$ cat config.mk
export PLATFORM = sky130hd
export DESIGN_NAME = decoder_stage_controller
export DESIGN_NICKNAME = d
export VERILOG_FILES = /design/src/rtl/decoder_stage_controller.sv
export SDC_FILE = /design/constraint.sdc
export NUM_CORES = 1
export LEC_CHECK = 0
export BUFFER_PORTS_ARGS = -buffer_cell sky130_fd_sc_hd__clkbuf_2
export CORE_MARGIN = 3
export CORE_UTILIZATION = 51
export CTS_CLUSTER_DIAMETER = 50
export DETAILED_ROUTE_END_ITERATION = 10
export GPL_TIMING_DRIVEN = 0
export MAX_ROUTING_LAYER = met4
export PLACE_DENSITY = 0.85
export RECOVER_POWER = 50
export SYNTH_ARGS = -nofsm -noshare
export SYNTH_HDL_FRONTEND = slang
export SYNTH_SLANG_ARGS = --single-unit
export TNS_END_PERCENT = 50
$ cat constraint.sdc
create_clock -name clk -period 3.94 [get_ports clk]
set_input_delay 0.394 -clock clk [delete_from_list [all_inputs] [get_ports clk]]
set_output_delay 0.394 -clock clk [all_outputs]
set_load 0.01 [all_outputs]
$ cat src/rtl/decoder_stage_controller.sv
// Stage sequencer for the PE array: broadcasts global_stage and iterates
// grow/spread/sync rounds until no odd cluster remains or MAX_ITER is hit.
module decoder_stage_controller #(
    parameter int NUM_PE        = 8,
    parameter int STAGE_WIDTH   = 3,
    parameter int SETTLE_CYCLES = 3,
    parameter int MAX_ITER      = 64,
    parameter int ITER_WIDTH    = $clog2(MAX_ITER + 1)
) (
    input  logic                   clk,
    input  logic                   reset,
    input  logic                   start,
    output logic                   ready,
    output logic [STAGE_WIDTH-1:0] global_stage,
    input  logic [NUM_PE-1:0]      busy_in,
    input  logic [NUM_PE-1:0]      odd_in,
    output logic                   result_valid,
    input  logic                   result_ack,
    output logic [ITER_WIDTH-1:0]  iteration_count,
    output logic                   timeout
);

    localparam int CW = $clog2(SETTLE_CYCLES + 1);
    localparam logic [CW-1:0] SETTLE_LAST = CW'(SETTLE_CYCLES - 1);
    localparam logic [ITER_WIDTH-1:0] ITER_MAX = ITER_WIDTH'(MAX_ITER);

    typedef enum logic [2:0] {
        S_IDLE   = 3'd0,
        S_LOAD   = 3'd1,
        S_GROW   = 3'd2,
        S_SPREAD = 3'd3,
        S_SYNC   = 3'd4,
        S_RESULT = 3'd5
    } state_t;

    state_t                state;
    state_t                state_nx;
    logic [CW-1:0]         quiet_cnt;
    logic [CW-1:0]         quiet_nx;
    logic [CW-1:0]         dwell_cnt;
    logic [CW-1:0]         dwell_nx;
    logic [ITER_WIDTH-1:0] iter_nx;
    logic                  timeout_nx;
    logic                  any_busy;
    logic                  any_odd;

    assign any_busy = |busy_in;
    assign any_odd  = |odd_in;

    // The state register itself is the broadcast, so no input reaches it
    // combinationally.
    assign global_stage = STAGE_WIDTH'(state);
    assign ready        = (state == S_IDLE);
    assign result_valid = (state == S_RESULT);

    always_ff @(posedge clk) begin
        if (reset) begin
            state           <= S_IDLE;
            quiet_cnt       <= '0;
            dwell_cnt       <= '0;
            iteration_count <= '0;
            timeout         <= 1'b0;
        end else begin
            state           <= state_nx;
            quiet_cnt       <= quiet_nx;
            dwell_cnt       <= dwell_nx;
            iteration_count <= iter_nx;
            timeout         <= timeout_nx;
        end
    end

    always_comb begin
        state_nx   = state;
        quiet_nx   = quiet_cnt;
        dwell_nx   = dwell_cnt;
        iter_nx    = iteration_count;
        timeout_nx = timeout;
        case (state)
            S_IDLE: begin
                if (start) begin
                    state_nx   = S_LOAD;
                    iter_nx    = '0;
                    timeout_nx = 1'b0;
                end
            end
            S_LOAD: begin
                state_nx = S_SYNC;
                dwell_nx = '0;
            end
            S_GROW: begin
                state_nx = S_SPREAD;
                quiet_nx = '0;
            end
            S_SPREAD: begin
                // Any busy PE restarts the quiet window.
                if (any_busy) begin
                    quiet_nx = '0;
                end else begin
                    quiet_nx = quiet_cnt + 1'b1;
                    if (quiet_cnt == SETTLE_LAST) begin
                        state_nx = S_SYNC;
                        dwell_nx = '0;
                    end
                end
            end
            S_SYNC: begin
                dwell_nx = dwell_cnt + 1'b1;
                if (dwell_cnt == SETTLE_LAST) begin
                    if (!any_odd) begin
                        state_nx   = S_RESULT;
                        timeout_nx = 1'b0;
                    end else if (iteration_count < ITER_MAX) begin
                        state_nx = S_GROW;
                        iter_nx  = iteration_count + 1'b1;
                    end else begin
                        state_nx   = S_RESULT;
                        timeout_nx = 1'b1;
                    end
                end
            end
            S_RESULT: begin
                if (result_ack) begin
                    state_nx = S_IDLE;
                end
            end
            default: begin
                state_nx = S_IDLE;
            end
        endcase
    end

endmodule
# After elaboration in Yosys (flattened, before gate mapping)
# Cells that the tools add are included.
# word_totals
regBits	15
out_inout_bits	13
word_cells	57
# op_classes
n_addsub	3
order_cmp	1
eq_ne	15
n_mux	23
reduce_logical	10
# ops
operator	count
2-to-1 mux 7 bit	4
2-to-1 mux 3 bit	7
case mux 3 bit (6 select lines)	1
OR reduction 8 bit	2
case mux 7 bit (2 select lines)	1
!= test 2 bit, second input constant	6
AND reduction 5 bit	2
adder 7 x 1 -> 7 bit, second input constant	1
less-than comparator 7 bit, second input constant	1
== test 3 x 2 -> 1 bit, second input constant	2
== test 3 bit, second input constant	2
2-to-1 mux 2 bit	3
case mux 2 bit (3 select lines)	1
adder 2 x 1 -> 2 bit, second input constant	2
== test 2 bit, second input constant	2
2-to-1 mux 1 bit	4
case mux 2 bit (2 select lines)	1
AND reduction 4 bit	1
nonzero test 2 bit	2
== test 3 x 1 -> 1 bit, second input constant	1
logical NOT 3 bit	1
!= test 3 bit, second input constant	1
AND reduction 3 bit	1
nonzero test 3 bit	1
2 further kinds	2

# Depth between registers and ports, before layout
# Gate-level depths: netlist of the first run.
# depth
depth_word	5
depth_mapped	6

# Least setup slack after synthesis of the first run
# OpenSTA, ideal clock, no wires.
# synth_path
path_type	flip-flop to flip-flop
start	reg state[1], in the netlist global_stage[1]
end	reg iteration_count[5]
setup_time_ns	0.074
arrival_ns	1.600
slack_ns	2.266
path_stages_with_launch	5
n_path_buf	0
cell_sequence	dfxtp_1 -> or4b_4 -> a2111oi_4 -> a41oi_1 -> a31oi_1
# synth_via
elab_chain_len	3
word_cells_on_any_way	9
cone_classes	eq/ne (5); mux (1); reduce/logical (3)
# synth_lines
element	line_no	text
start: declaration	36	state_t state;
start signal: assignment	64	state <= state_nx;
== test 3 bit / logical NOT 3 bit (equally long branches)	78	case (state)
!= test 2 bit (no line) / nonzero test 2 bit (equally long branches)	--	
AND reduction 5 bit (no line)	--	
end signal: assignment	67	iteration_count <= iter_nx;
end: declaration	19	output logic [ITER_WIDTH-1:0] iteration_count,
# Several ways; a longest one is shown, not always the timed one.
# A chain may end at the register's enable or synchronous reset.

# Final worst setup path of the first run
# layout_path
start	reg state[1], in the netlist global_stage[1]
end	reg iteration_count[4]
# Same word-level chain as after synthesis.

==> results of run 1 <==
area by class of cell:
class | instances | area, sq um | share of cell area, %
well taps | 16 | 20.0 | 1.88
inverters | 6 | 22.5 | 2.12
flip-flops and latches | 15 | 300 | 28.2
repair buffers | 32 | 146 | 13.8
multi-input cells | 83 | 536 | 50.4
clock buffers | 4 | 26.3 | 2.47
plain buffers | 3 | 12.5 | 1.18
power by group:
part	switching, W	leakage (nW)	internal, W	total (W)
combinational	0.000132	0.256	0.0000911	0.000223
sequential	0.0000175	0.121	0.000167	0.000185
clock	0.0000464	0.0150	0.0000392	0.0000857
registers in the layout, summed over array words and instances (netlist names):
name and flops:
dwell_cnt 2, global_stage 3, iteration_count 7, quiet_cnt 2
timeout 1
logic make-up after synthesis:
| logic type | synth area share (%) |
|---|---|
| multiplexers | 2.30 |
| buffers and inverters | 4.02 |
| flip-flops | 34.5 |
| AO/OA/AOI/OAI | 25.7 |
| adder cells (fa/ha/maj) | 4.31 |
| AND/OR/NAND/NOR | 29.2 |
through the flow:
| stage | cell area, sq um | util, % | worst slack (ns) |
|---|---|---|---|
| after floorplan | 871 | - | 2.27 |
| after global placement | 1050 | 67.4 | 2.08 |
| after detailed placement | 1050 | 67.4 | 2.07 |
| after CTS | 1080 | 69.1 | 2.08 |
| after global routing | 1060 | 68.2 | 1.88 |
| final | 1060 | 68.2 | 2.07 |
final timing paths:
path         cells past startpoint                    startpoint                         endpoint
max                              3  global_stage[1]$_SDFFE_PP0P_  iteration_count[4]$_SDFFE_PP0P_
max reg2reg                      3  global_stage[1]$_SDFFE_PP0P_  iteration_count[4]$_SDFFE_PP0P_
min                              2     quiet_cnt[1]$_SDFFE_PP0P_        quiet_cnt[1]$_SDFFE_PP0P_
min reg2reg                      2     quiet_cnt[1]$_SDFFE_PP0P_        quiet_cnt[1]$_SDFFE_PP0P_
critical path, stage by stage (launching register included):
cell and delay [ns]:
dfxtp_1 0.39, or2_2 0.36, o41ai_1 0.80, a31oi_1 0.17
cells in the final DEF (no fill, tap or decap), types with 2 or more instances in the layout:
master	netlist	routed
inv_1	6	6
nand3_1	5	5
and2_1	2	2
or2_2	2	2
clkbuf_4	0	3
o22ai_1	2	2
clkbuf_2	0	21
or3_1	3	3
a31oi_1	4	4
o21ai_0	7	7
clkbuf_1	2	14
dfxtp_1	15	15
ha_1	3	3
a41oi_1	2	2
nor2_1	7	7
nand2b_1	3	3
nor4_1	5	5
a21oi_1	8	8
mux2i_1	2	2
nand2_1	11	11
metal layers:
layer	up-vias	share of wire, %
li1	468	-
met1	404	46
met2	33	47
met3	5	5.2
met4	0	1.4
met5	-	0
cell usage after synthesis (all sizes together):
cell | count | area, sq um
o31ai | 1 | 7.51
inv | 6 | 22.5
and2 | 2 | 12.5
or2 | 2 | 12.5
o41ai | 1 | 8.76
nand3b | 1 | 7.51
a21boi | 1 | 7.51
mux2i | 2 | 20.0
o21ai | 7 | 35.0
nor2b | 1 | 6.26
nor2 | 7 | 26.3
a31oi | 4 | 25.0
a21o | 1 | 7.51
clkbuf | 2 | 7.51
nand2b | 3 | 18.8
nor4 | 5 | 31.3
nor3b | 1 | 7.51
a2111oi | 1 | 27.5
or4b | 1 | 13.8
a41oi | 2 | 17.5
dfxtp | 15 | 300
o21a | 1 | 7.51
nand2 | 11 | 41.3
nor4b | 1 | 8.76
and2b | 1 | 8.76
a21oi | 8 | 40.0
ha | 3 | 37.5
and3 | 1 | 6.26
o22ai | 2 | 12.5
o211ai | 1 | 7.51
buf | 1 | 5.00
nand3 | 5 | 25.0
o221a | 1 | 11.3
o2bb2ai | 1 | 8.76
or3b | 1 | 8.76
or3 | 3 | 18.8
==> results by stage, run 1 <==
Clock tree:
- The number of setup buffers added after CTS is 0.
- Counting the buffers created by CTS gives 3.
- The TritonCTS clock tree is yes.
- The cell sitting at the root of the clock tree is a clkbuf_4.
- The number of hold buffers added after CTS is 0.
- The latest clock arrival within the worst-skew pair is 0.28 ns.
- Clock-pin slew was measured on the worst setup and hold paths at 0.08 ns.
- The maximum level of the CTS H-tree is 1.
- The clock passes through at most 2 buffers.
- The post-CTS resize count is 0.
- The number of sinks handled by clock tree synthesis is 15.

Timing:
- The final number of max-transition violations is 0.
- The tightest hold path in the finished design has a slack of 0.470 ns.
- The clock period could shrink to 1.87 ns.
- The number of hold violations in the final report came to 0.
- Setup repair after global routing left no endpoint under its margin.
- The final total negative setup slack is 0 ns.
- The worst max-slew margin expressed relative to the limit is 42.7%.
- The final count of negative-setup-slack endpoints is 0.
- The highest achievable clock rate is 535 MHz.
- The fraction of the cycle the final worst path needs is 47.4%.
- For the pin with the worst max-slew slack, the measured transition is 0.848 ns.
- Clock skew on the completed layout was measured at 0.00156 ns.

Global routing:
- The first global-routing pass estimated 3.41 mm of wire.
- The initial antenna violation count is 0.
- The fraction of met3 tracks used by global routing is 2.30%.
- The overall fraction of global-route tracks in use is 21.9%.
- The number of global-route vias before repair was 806.
- After global routing, the most crowded layer is met2.
- For met1 alone, demand over resource in global routing was 28.2%.
- The maximum number of pins on one net before global-route repair is 11.
- The aggregate global routing overflow is 0.
- For this run, global-route usage on met2 was measured as 34.2%.

Worst setup path:
- The worst setup path is captured at a flip-flop.
- The internal reg-to-reg setup slack is 2.07 ns.
- The maximum fanout count along the critical path is 9.
- The critical path launch point type is a flip-flop.
- The critical path in this run is classified as flip-flop to flip-flop.
- The arrival time of the worst setup path is 2.00 ns.
- The required time of the critical path is 4.07 ns.

Outcome:
- The flow ran to the end, and the final reports show no timing, DRC or antenna violations.

Floorplan:
- The area of the die is 2240 sq um.
- The total area inside the core boundary comes to 1560 sq um.
- Measured along the x axis, the die boundary spans 47.3 microns.
- The starting density of the core is 55.9%.
- The count of standard-cell rows is 14.
- The I/O pin count is 33.
- From bottom edge to top edge, the die measures 47.3 microns.

Power:
- The design draws 0.000494 W.
- The power density over cell area is 464 nW/um^2.
- The peak ir drop on the vdd network is 0.307 mV.
- The cell leakage power is 0.393 nW.

Place:
- The last weighted congestion value of the routability-driven placer is 0.851.
- Detailed placement finished with a half-perimeter wire length of 1.64 mm.
- During placement, the flow inserted port buffers numbering 32.
- The number of cells in the design after placement is 155.

Logic synthesis:
- The count of different cell masters after synthesis is 36.
- For this run, the number of Yosys warnings is 0.
- The share of the Yosys chip area taken by registers is 34.5%.
- Synthesis produced 107 cells.
- After synthesis, the mean cell area works out to 8.14 sq um.
- The synthesized net count is 130.
- After synthesis the netlist holds a flip-flop and latch count of 15.
- The post-synthesis instance area is 871 sq um.

Drt:
- The routed length per instance is 13.3 microns.
- Detailed routing inserted a total of 910 vias.
- The total wire length after detailed routing is 2.11 mm.
- Dividing the detail-routed via count by the number of cells gives 5.72.
- For this run, design rule violations remaining after detail routing come to 0.
- The remaining antenna violation count is 0.
- The number of design-rule violations left by the first detailed-router iteration is 34.
- The pre-antenna-repair detailed-routing pass consisted of 4 iterations.

Finish:
- The post-layout instance count excluding filler cells is 159.
- The number of antenna diodes in the final layout is 0.
- The layout cell share with drive strength beyond 1 is 22.4%.
- The final-stage net count is 167.
- After filler insertion, the fill cell instance count of the layout stands at 141.
- The signed area change from the synthesized netlist to the final layout is 22.1%.

Hold path:
- The class of the tightest hold or removal check is flip-flop to flip-flop.

Flow run:
- The reported max-cap violation count is 0.
Power figures use the tool's default switching activity.
==> run 2: changes to the inputs <==
--- a/config.mk
+++ b/config.mk
@@ -5,14 +5,15 @@
 export SDC_FILE = /design/constraint.sdc
 export NUM_CORES = 1
 export LEC_CHECK = 0
+export ABC_AREA = 1
 export BUFFER_PORTS_ARGS = -buffer_cell sky130_fd_sc_hd__clkbuf_2
 export CORE_MARGIN = 3
-export CORE_UTILIZATION = 51
+export CORE_UTILIZATION = 43
 export CTS_CLUSTER_DIAMETER = 50
 export DETAILED_ROUTE_END_ITERATION = 10
 export GPL_TIMING_DRIVEN = 0
 export MAX_ROUTING_LAYER = met4
-export PLACE_DENSITY = 0.85
+export PLACE_DENSITY = 0.76
 export RECOVER_POWER = 50
 export SYNTH_ARGS = -nofsm -noshare
 export SYNTH_HDL_FRONTEND = slang
==> constraint.sdc (replaced) <==
create_clock -name clk -period 1.5 [get_ports clk]
set_input_delay 0.15 -clock clk [delete_from_list [all_inputs] [get_ports clk]]
set_output_delay 0.15 -clock clk [all_outputs]
set_load 0.01 [all_outputs]
==> run 2 against run 1 <==
Final area rose by 4.4%; first-iteration DRC count fell by 29%; final cell count rose by 26%; sequential share of layout area fell by 1.2 points; utilization fell by 12 points; area after synthesis rose by 4.3%; sequential cell count did not move; combinational power rose to 3.8 times the previous value; hold slack got worse by 0.36 ns; clock skew rose by 0.00073 ns; global-route usage fell by 4.1 points; highest routed layer unchanged.
==> results by stage, run 2 <==
Outcome:
- Outcome: completed (unchanged).

Clock tree:
- The cell chosen for the clock root is clkbuf_4 (unchanged).
- The clock-pin slew reported for the worst setup and hold paths after clock tree synthesis came to 0.09 ns (was 0.08 ns).
- The number of hold buffers added after CTS is 0 (unchanged).
- The number of sinks handled by clock tree synthesis is 15 (unchanged).
- The maximum level of the CTS H-tree is 1 (unchanged).
- The post-CTS resize count was 0 (unchanged).
- The TritonCTS clock tree is yes (unchanged).
- The number of buffers inserted by post-CTS setup repair came to 0 (unchanged).
- The clock tree buffer depth came to 2 (unchanged).
- The latest clock arrival within the worst-skew pair is 0.28 ns (about the same).
- The number of buffers added by the clock tree synthesis step is 3 (unchanged).

Finish:
- The antenna cell count came to 0 (unchanged).
- The layout cell share with drive strength beyond 1 was 22.0% (was 22.4%).
- The post-layout instance count excluding filler cells was 200 (was 159).
- The final-stage net count is 197 (was 167).
- The total area of sequential cells is 300 sq um (unchanged).
- The signed area change from the synthesized netlist to the final layout is 22.2% (was 22.1%).
- The number of flip-flops in the largest register came to 7 (unchanged).
- The final design utilization came to 56.0% (was 68.2%).
- The area of the multi-input gates is 544 sq um (was 536 sq um).
- The final-layout fill cell count is 194 (was 141).
- The leading cell type in the layout, fill and taps excluded is nand2_1 (was clkbuf_2).
- The register bank with the most flops is iteration_count (unchanged).
- Most used cells in the layout excluding fill and tap cells: nand2_1, nor2_1, clkbuf_2 (was clkbuf_2, dfxtp_1, clkbuf_1).

Timing:
- The final number of max-transition violations came to 0 (unchanged).
- The final total negative setup slack was 0 ns (unchanged).
- The final count of negative-setup-slack endpoints is 0 (unchanged).
- The worst hold margin was 0.105 ns (was 0.470 ns).
- The time the worst path needs with I/O delays and setup is 1.40 ns.
- Unrepaired setup endpoints after global routing: false (unchanged).
- The highest achievable clock rate is 714 MHz.
- The fraction of the cycle the final worst path needs is 93.3%.
- The largest clock skew in the final design came to 0.00229 ns (was 0.00156 ns).
- The worst setup slack after layout is 0.100 ns (was 2.07 ns).
- The number of hold violations in the final report was 0 (unchanged).
- The transition time at the pin with the least slew margin is 0.294 ns (was 0.848 ns).
- The worst max-slew margin expressed relative to the limit is 80.4% (was 42.7%).

Global routing:
- The initial antenna violation count is 0 (unchanged).
- The met2 routing resource usage after global routing came to 29.3% (was 34.2%).
- The overall fraction of global-route tracks in use is 17.8% (was 21.9%).
- The maximum number of pins on one net before global-route repair is 11 (unchanged).
- The fraction of met3 tracks used by global routing is 1.72% (was 2.30%).
- The number of global-route vias before repair is 889 (was 806).
- The aggregate global routing overflow is 0 (unchanged).
- The routing layer with the top usage in global route is met2 (unchanged).
- The first-pass GRT wire length is 3.57 mm (was 3.41 mm).
- The met1 usage is 21.7% (was 28.2%).

Logic synthesis:
- The most instantiated flip-flop cell in the synthesis netlist is dfxtp_1 (unchanged).
- Ranking of synthesized cells by instance count: nand2_1, nor2_1, dfxtp_1 (was dfxtp_1, nand2_1, a21oi_1).
- The number of synthesized register bits is 15 (unchanged).
- The most numerous cell in the Yosys netlist is nand2_1 (was dfxtp_1).
- The share of the synthesized area in the top cell type is 33.1% (was 34.5%).
- Top cells by area, synth: dfxtp_1, nand2_1, nor2_1 (was dfxtp_1, nand2_1, a21oi_1).
- The total of warnings raised by yosys was 0 (unchanged).
- The mean post-synth cell area is 6.58 sq um (was 8.14 sq um).
- The post-synthesis instance area is 908 sq um (was 871 sq um).
- The post-synthesis instance total is 138 (was 107).
- The number of synthesized flops with an enable pin is 0 (unchanged).
- The cell taking the most area after synthesis is dfxtp_1 (unchanged).
- The synthesized net count is 161 (was 130).
- The sequential-to-total area share from yosys stat is 33.1% (was 34.5%).
- The count of different cell masters after synthesis came to 26 (was 36).
- The share of synthesized flip-flops with an asynchronous set or reset came to 0% (unchanged).

Worst setup path:
- The required time of the critical path is 1.35 ns (was 4.07 ns).
- The kind of cell adding the most delay to the critical path was flip-flops (was compound AO/OA/AOI/OAI gates).
- The cell at the slowest stage of the critical path was dfxtp_1 (was o41ai_1).
- The maximum fanout count along the critical path came to 6 (was 9).
- The critical path launch point type is a flip-flop (unchanged).
- Ordered list of cells on the worst path: nor2_4 -> inv_1 -> nor2_1 -> clkbuf_2 (was or2_2 -> o41ai_1 -> a31oi_1).
- The number of buffers and inverters on the critical path is 2 (was 0).
- The internal reg-to-reg setup slack was 0.15 ns (was 2.07 ns).
- The worst stage delay on the critical path is 0.39 ns (was 0.80 ns).
- The type of the setup path with the least slack is flip-flop to primary output (was flip-flop to flip-flop).
- The type of element capturing the critical path is a primary output (was flip-flop).
- The arrival time of the worst setup path was 1.25 ns (was 2.00 ns).

Floorplan:
- The die height was 52.0 microns (was 47.3 microns).
- The I/O pin count is 33 (unchanged).
- The starting density of the core is 45.8% (was 55.9%).
- The area of the die is 2700 sq um (was 2240 sq um).
- The chip width was 52.0 microns (was 47.3 microns).
- The core region area came to 1980 sq um (was 1560 sq um).
- The count of standard-cell rows is 16 (was 14).

Power:
- The cell leakage power was 0.469 nW (was 0.393 nW).
- The peak ir drop on the vdd network is 0.729 mV (was 0.307 mV).
- The power density over cell area came to 1450 nW/um^2 (was 464 nW/um^2).

Hold path:
- The class of the tightest hold or removal check is input port to flip-flop (was flip-flop to flip-flop).

Drt:
- The first-pass detailed-route iteration total is 4 (unchanged).
- The via-per-instance ratio is 4.96 (was 5.72).
- The overall via count from detail_route came to 992 (was 910).
- The remaining routing DRC violations came to 0 (unchanged).
- The remaining antenna violation count is 0 (unchanged).
- The number of design-rule violations left by the first detailed-router iteration is 24 (was 34).
- The total wire length after detailed routing came to 2.07 mm (was 2.11 mm).
- The routed length per instance is 10.4 microns (was 13.3 microns).

Flow run:
- The reported max-cap violation count is 0 (unchanged).

Place:
- The last weighted congestion value of the routability-driven placer is 0.856 (was 0.851).
- The count of buffers inserted at the top-level ports is 31 (was 32).
- The worst setup timing slack at the placement stage is 0.181 ns (was 2.07 ns).
- The HPWL after detailed placement is 1.69 mm (was 1.64 mm).
- The number of cells in the design after placement is 196 (was 155).
-- run 2: changes by cell type in the layout (fill, tap and decap cells not counted), sizes merged, moves of 4 or more --
cell / previous run / this run
inv: 6 / 15
nor3: 0 / 4
nor2: 7 / 30
nand2: 11 / 37
nor4: 5 / 0
-- run 2: logic make-up (layout without fill, tap and decap cells) --
kind of cell	count (synthesis)	in the layout	share of synthesized area [%]
adder cells (fa/ha/maj)	3	3	4.13
AND/OR/NAND/NOR	86	86	45.2
buffers and inverters	16	51	7.03
AO/OA/AOI/OAI	18	18	10.6
flip-flops	15	15	33.1
-- run 2: metal layers --
metal  routed length, microns  up-vias
met5                        0        -
met4                       27        0
met3                      106        4
met2                      953       31
met1                      986      440
li1                         -      517
-- run 2: power by group --
group / switching (W) / internal [W]
Clock: 0.000126 / 0.000103
Sequential: 0.0000836 / 0.000452
Combinational: 0.000557 / 0.000288
-- run 2: area by class of cell --
class / instances / share of cell area, %
buffer: 1 / 0.676
clock buffer: 4 / 2.37
inverter: 15 / 5.07
multi-input combinational: 107 / 49.0
sequential: 15 / 27.1
tap: 27 / 3.04
timing repair buffer: 31 / 12.7
-- run 2: stage by stage --
stage / cell area (sq um) / power, W
2_1_floorplan: 908 / 0.00117
3_3_place_gp: 1100 / 0.00137
3_5_place_dp: 1100 / 0.00139
4_1_cts: 1120 / 0.00163
5_1_grt: 1110 / 0.00174
6_report: 1110 / 0.00161
-- run 2: path summary, 6_finish.rpt --
kind / from / endpoint / cells after the start
setup reg to reg: dwell_cnt[0]$_SDFFE_PP0P_ / iteration_count[0]$_SDFFE_PP0P_ / 7
setup / recovery: global_stage[0]$_SDFFE_PP0P_ / ready / 4
hold / removal: reset / iteration_count[2]$_SDFFE_PP0P_ / 2
hold reg to reg: dwell_cnt[0]$_SDFFE_PP0P_ / dwell_cnt[0]$_SDFFE_PP0P_ / 2
==> run 3: changes to the inputs <==
--- a/config.mk
+++ b/config.mk
@@ -5,15 +5,14 @@
 export SDC_FILE = /design/constraint.sdc
 export NUM_CORES = 1
 export LEC_CHECK = 0
-export ABC_AREA = 1
 export BUFFER_PORTS_ARGS = -buffer_cell sky130_fd_sc_hd__clkbuf_2
 export CORE_MARGIN = 3
-export CORE_UTILIZATION = 43
+export CORE_UTILIZATION = 40
 export CTS_CLUSTER_DIAMETER = 50
 export DETAILED_ROUTE_END_ITERATION = 10
 export GPL_TIMING_DRIVEN = 0
 export MAX_ROUTING_LAYER = met4
-export PLACE_DENSITY = 0.76
+export PLACE_DENSITY = 0.72
 export RECOVER_POWER = 50
 export SYNTH_ARGS = -nofsm -noshare
 export SYNTH_HDL_FRONTEND = slang
==> constraint.sdc (replaced) <==
create_clock -name clk -period 1.1 [get_ports clk]
set_input_delay 0.11 -clock clk [delete_from_list [all_inputs] [get_ports clk]]
set_output_delay 0.11 -clock clk [all_outputs]
set_load 0.01 [all_outputs]
==> run 3 against run 2 <==
The flow now finishes with violations (negative setup slack); sequential cell count did not move; worst setup slack got worse by 0.76 ns; register-to-register slack got worse by 0.80 ns; first-iteration DRC count rose by 8.3%; final area rose by 20%.
==> results by stage, run 3 (synthesized netlist as in run 1, its figures left out) <==
Clock tree:
- The clock tree buffer depth is 2 (unchanged).
- The number of sinks handled by clock tree synthesis is 15 (unchanged).
- The clock-pin slew reported for the worst setup and hold paths after clock tree synthesis is 0.10 ns (was 0.09 ns).
- The number of hold buffers added after CTS is 0 (unchanged).
- The latest clock arrival within the worst-skew pair is 0.30 ns (was 0.28 ns).
- The number of buffers added by the clock tree synthesis step came to 3 (unchanged).
- The TritonCTS clock tree is yes (unchanged).
- The maximum level of the CTS H-tree is 1 (unchanged).
- The cell chosen for the clock root was clkbuf_4 (unchanged).

Outcome:
- The checks that failed: negative setup slack.
- Outcome: finished, violations left (was completed).

Timing:
- The worst setup slack after layout is -0.655 ns (was 0.100 ns).
- The number of hold violations in the final report is 0 (unchanged).
- The worst max-slew margin expressed relative to the limit is 52.3% (was 80.4%).
- The highest achievable clock rate is 570 MHz.
- Unrepaired setup endpoints after global routing: true (was false).
- The transition time at the pin with the least slew margin came to 0.709 ns (was 0.294 ns).
- The largest clock skew in the final design is 0.00430 ns (was 0.00229 ns).
- The final count of negative-setup-slack endpoints is 18 (was 0).
- Dividing the final minimum period by the clock period gives 160%.
- After layout, the minimum clock period comes to 1.75 ns.
- The final number of max-transition violations came to 0 (unchanged).

Worst setup path:
- The type of the setup path with the least slack is flip-flop to flip-flop (was flip-flop to primary output).
- The number of buffers and inverters on the critical path came to 1 (was 2).
- The arrival time of the worst setup path came to 1.99 ns (was 1.25 ns).
- The critical path launch point type is a flip-flop (unchanged).
- The maximum fanout count along the critical path is 4 (was 6).
- Ordered list of cells on the worst path: or4b_4 -> a2111oi_4 -> buf_4 -> nand2_2 -> o22ai_2 (was nor2_4 -> inv_1 -> nor2_1 -> clkbuf_2).
- The worst stage delay on the critical path is 0.53 ns (was 0.39 ns).
- The kind of cell adding the most delay to the critical path was simple AND/OR/NAND/NOR gates (was flip-flops).
- The required time of the critical path is 1.34 ns (was 1.35 ns).
- The type of element capturing the critical path is a flip-flop (was primary output).
- The cell at the slowest stage of the critical path is or4b_4 (was dfxtp_1).

Finish:
- The number of flip-flops in the largest register is 7 (unchanged).
- The cell area after layout was 1330 sq um (was 1110 sq um).
- The layout cell share with drive strength beyond 1 is 50.3% (was 22.0%).
- Most used cells in the layout excluding fill and tap cells: clkbuf_2, nand2_1, dfxtp_1 (was nand2_1, nor2_1, clkbuf_2).
- The antenna cell count is 0 (unchanged).
- The register bank with the most flops was iteration_count (unchanged).
- The final-stage net count is 177 (was 197).
- The leading cell type in the layout, fill and taps excluded is clkbuf_2 (was nand2_1).
- The signed area change from the synthesized netlist to the final layout is 52.3% (was 22.2%).

Floorplan:
- The starting density of the core was 43.5% (was 45.8%).
- The count of standard-cell rows is 16 (unchanged).
- The I/O pin count is 33 (unchanged).
- The area of the die is 2770 sq um (was 2700 sq um).
- The chip width is 52.7 microns (was 52.0 microns).
- The die height is 52.7 microns (was 52.0 microns).
- The core region area is 2000 sq um (was 1980 sq um).

Drt:
- The total wire length after detailed routing was 2.55 mm (was 2.07 mm).
- The number of design-rule violations left by the first detailed-router iteration is 26 (was 24).
- The remaining routing DRC violations was 0 (unchanged).
- The via-per-instance ratio is 5.63 (was 4.96).
- The first-pass detailed-route iteration total is 4 (unchanged).
- The overall via count from detail_route is 1014 (was 992).
- The remaining antenna violation count is 0 (unchanged).
- The routed length per instance was 14.2 microns (was 10.4 microns).

Place:
- The HPWL after detailed placement is 1.70 mm (was 1.69 mm).
- The post-place instance area came to 1080 sq um (was 1100 sq um).
- The count of buffers inserted at the top-level ports is 32 (was 31).
- The last weighted congestion value of the routability-driven placer was 0.812 (was 0.856).
- The worst setup timing slack at the placement stage is -0.594 ns (was 0.181 ns).

Global routing:
- The number of global-route vias before repair is 916 (was 889).
- The maximum number of pins on one net before global-route repair was 11 (unchanged).
- The aggregate global routing overflow is 0 (unchanged).
- The overall fraction of global-route tracks in use is 20.5% (was 17.8%).
- The initial antenna violation count was 0 (unchanged).
- The first-pass GRT wire length is 4.10 mm (was 3.57 mm).

Power:
- The cell leakage power came to 0.510 nW (was 0.469 nW).
- The peak ir drop on the vdd network was 1.06 mV (was 0.729 mV).
- The power density over cell area is 1730 nW/um^2 (was 1450 nW/um^2).

Flow run:
- The reported max-cap violation count is 0 (unchanged).

Hold path:
- The class of the tightest hold or removal check is input port to flip-flop (unchanged).
## run 3: cell type report
type                    instances  area (sq um)
plain buffers                   3          28.8
clock buffers                   3          22.5
clock inverters                 1          5.00
fillers                       177           676
inverters                       6          22.5
multi-input cells              83           649
flip-flops and latches         15           312
well taps                      27          33.8
repair buffers                 42           253
## run 3: stage by stage
| stage | total power [W] | setup TNS [ns] | instances | util [%] | hold WS [ns] |
|---|---|---|---|---|---|
| after floorplan | 0.00128 | -3.79 | 107 | - | 0.321 |
| after global placement | 0.00151 | -5.78 | 166 | 54.1 | 0.443 |
| after detailed placement | 0.00151 | -5.97 | 166 | 54.1 | 0.472 |
| after CTS | 0.00214 | -5.89 | 175 | 62.1 | 0.160 |
| after global routing | 0.00245 | -8.98 | 180 | 66.3 | 0.205 |
| final | 0.00230 | -7.99 | 180 | 66.3 | 0.181 |
## run 3: report_power, final
| part | internal, W | leakage (nW) | switching (W) |
|---|---|---|---|
| clock | 0.000136 | 0.0177 | 0.000203 |
| combinational | 0.000638 | 0.368 | 0.000638 |
| sequential | 0.000615 | 0.125 | 0.0000695 |
| total | 0.00139 | 0.510 | 0.000910 |
## run 3: routing by layer
| metal | track usage, % | wire length, microns | up-vias | part of all wire (%) |
|---|---|---|---|---|
| met4 | 8.94 | 51 | 0 | 2.0 |
| li1 | - | - | 496 | - |
| met5 | - | 0 | - | 0 |
| met1 | 23.5 | 1050 | 467 | 41 |
| met3 | 2.56 | 191 | 4 | 7.5 |
| met2 | 35.5 | 1260 | 47 | 49 |
## run 3: worst paths after layout
| kind | from | to | slack, ns | cells after the start |
|---|---|---|---|---|
| worst max register to register | global_stage[1]$_SDFFE_PP0P_ | iteration_count[2]$_SDFFE_PP0P_ | -0.65 | 5 |
| worst max-delay path | global_stage[1]$_SDFFE_PP0P_ | iteration_count[2]$_SDFFE_PP0P_ | -0.65 | 5 |
| worst min register to register | quiet_cnt[0]$_SDFFE_PP0P_ | quiet_cnt[0]$_SDFFE_PP0P_ | 0.47 | 2 |
| worst min-delay path | reset | global_stage[1]$_SDFFE_PP0P_ | 0.18 | 3 |
## run 3: worst min-delay path: stages
cell	delay (ns)
clkbuf_2	0.12
a21o_1	0.15
o31ai_1	0.07
## run 3: timing repair
action | 4_1_cts | 5_1_grt
buffers inserted | 5 | 5
pin swaps | 10 | 9
setup endpoints to repair | 18 | 18
resized for setup | 29 | 16
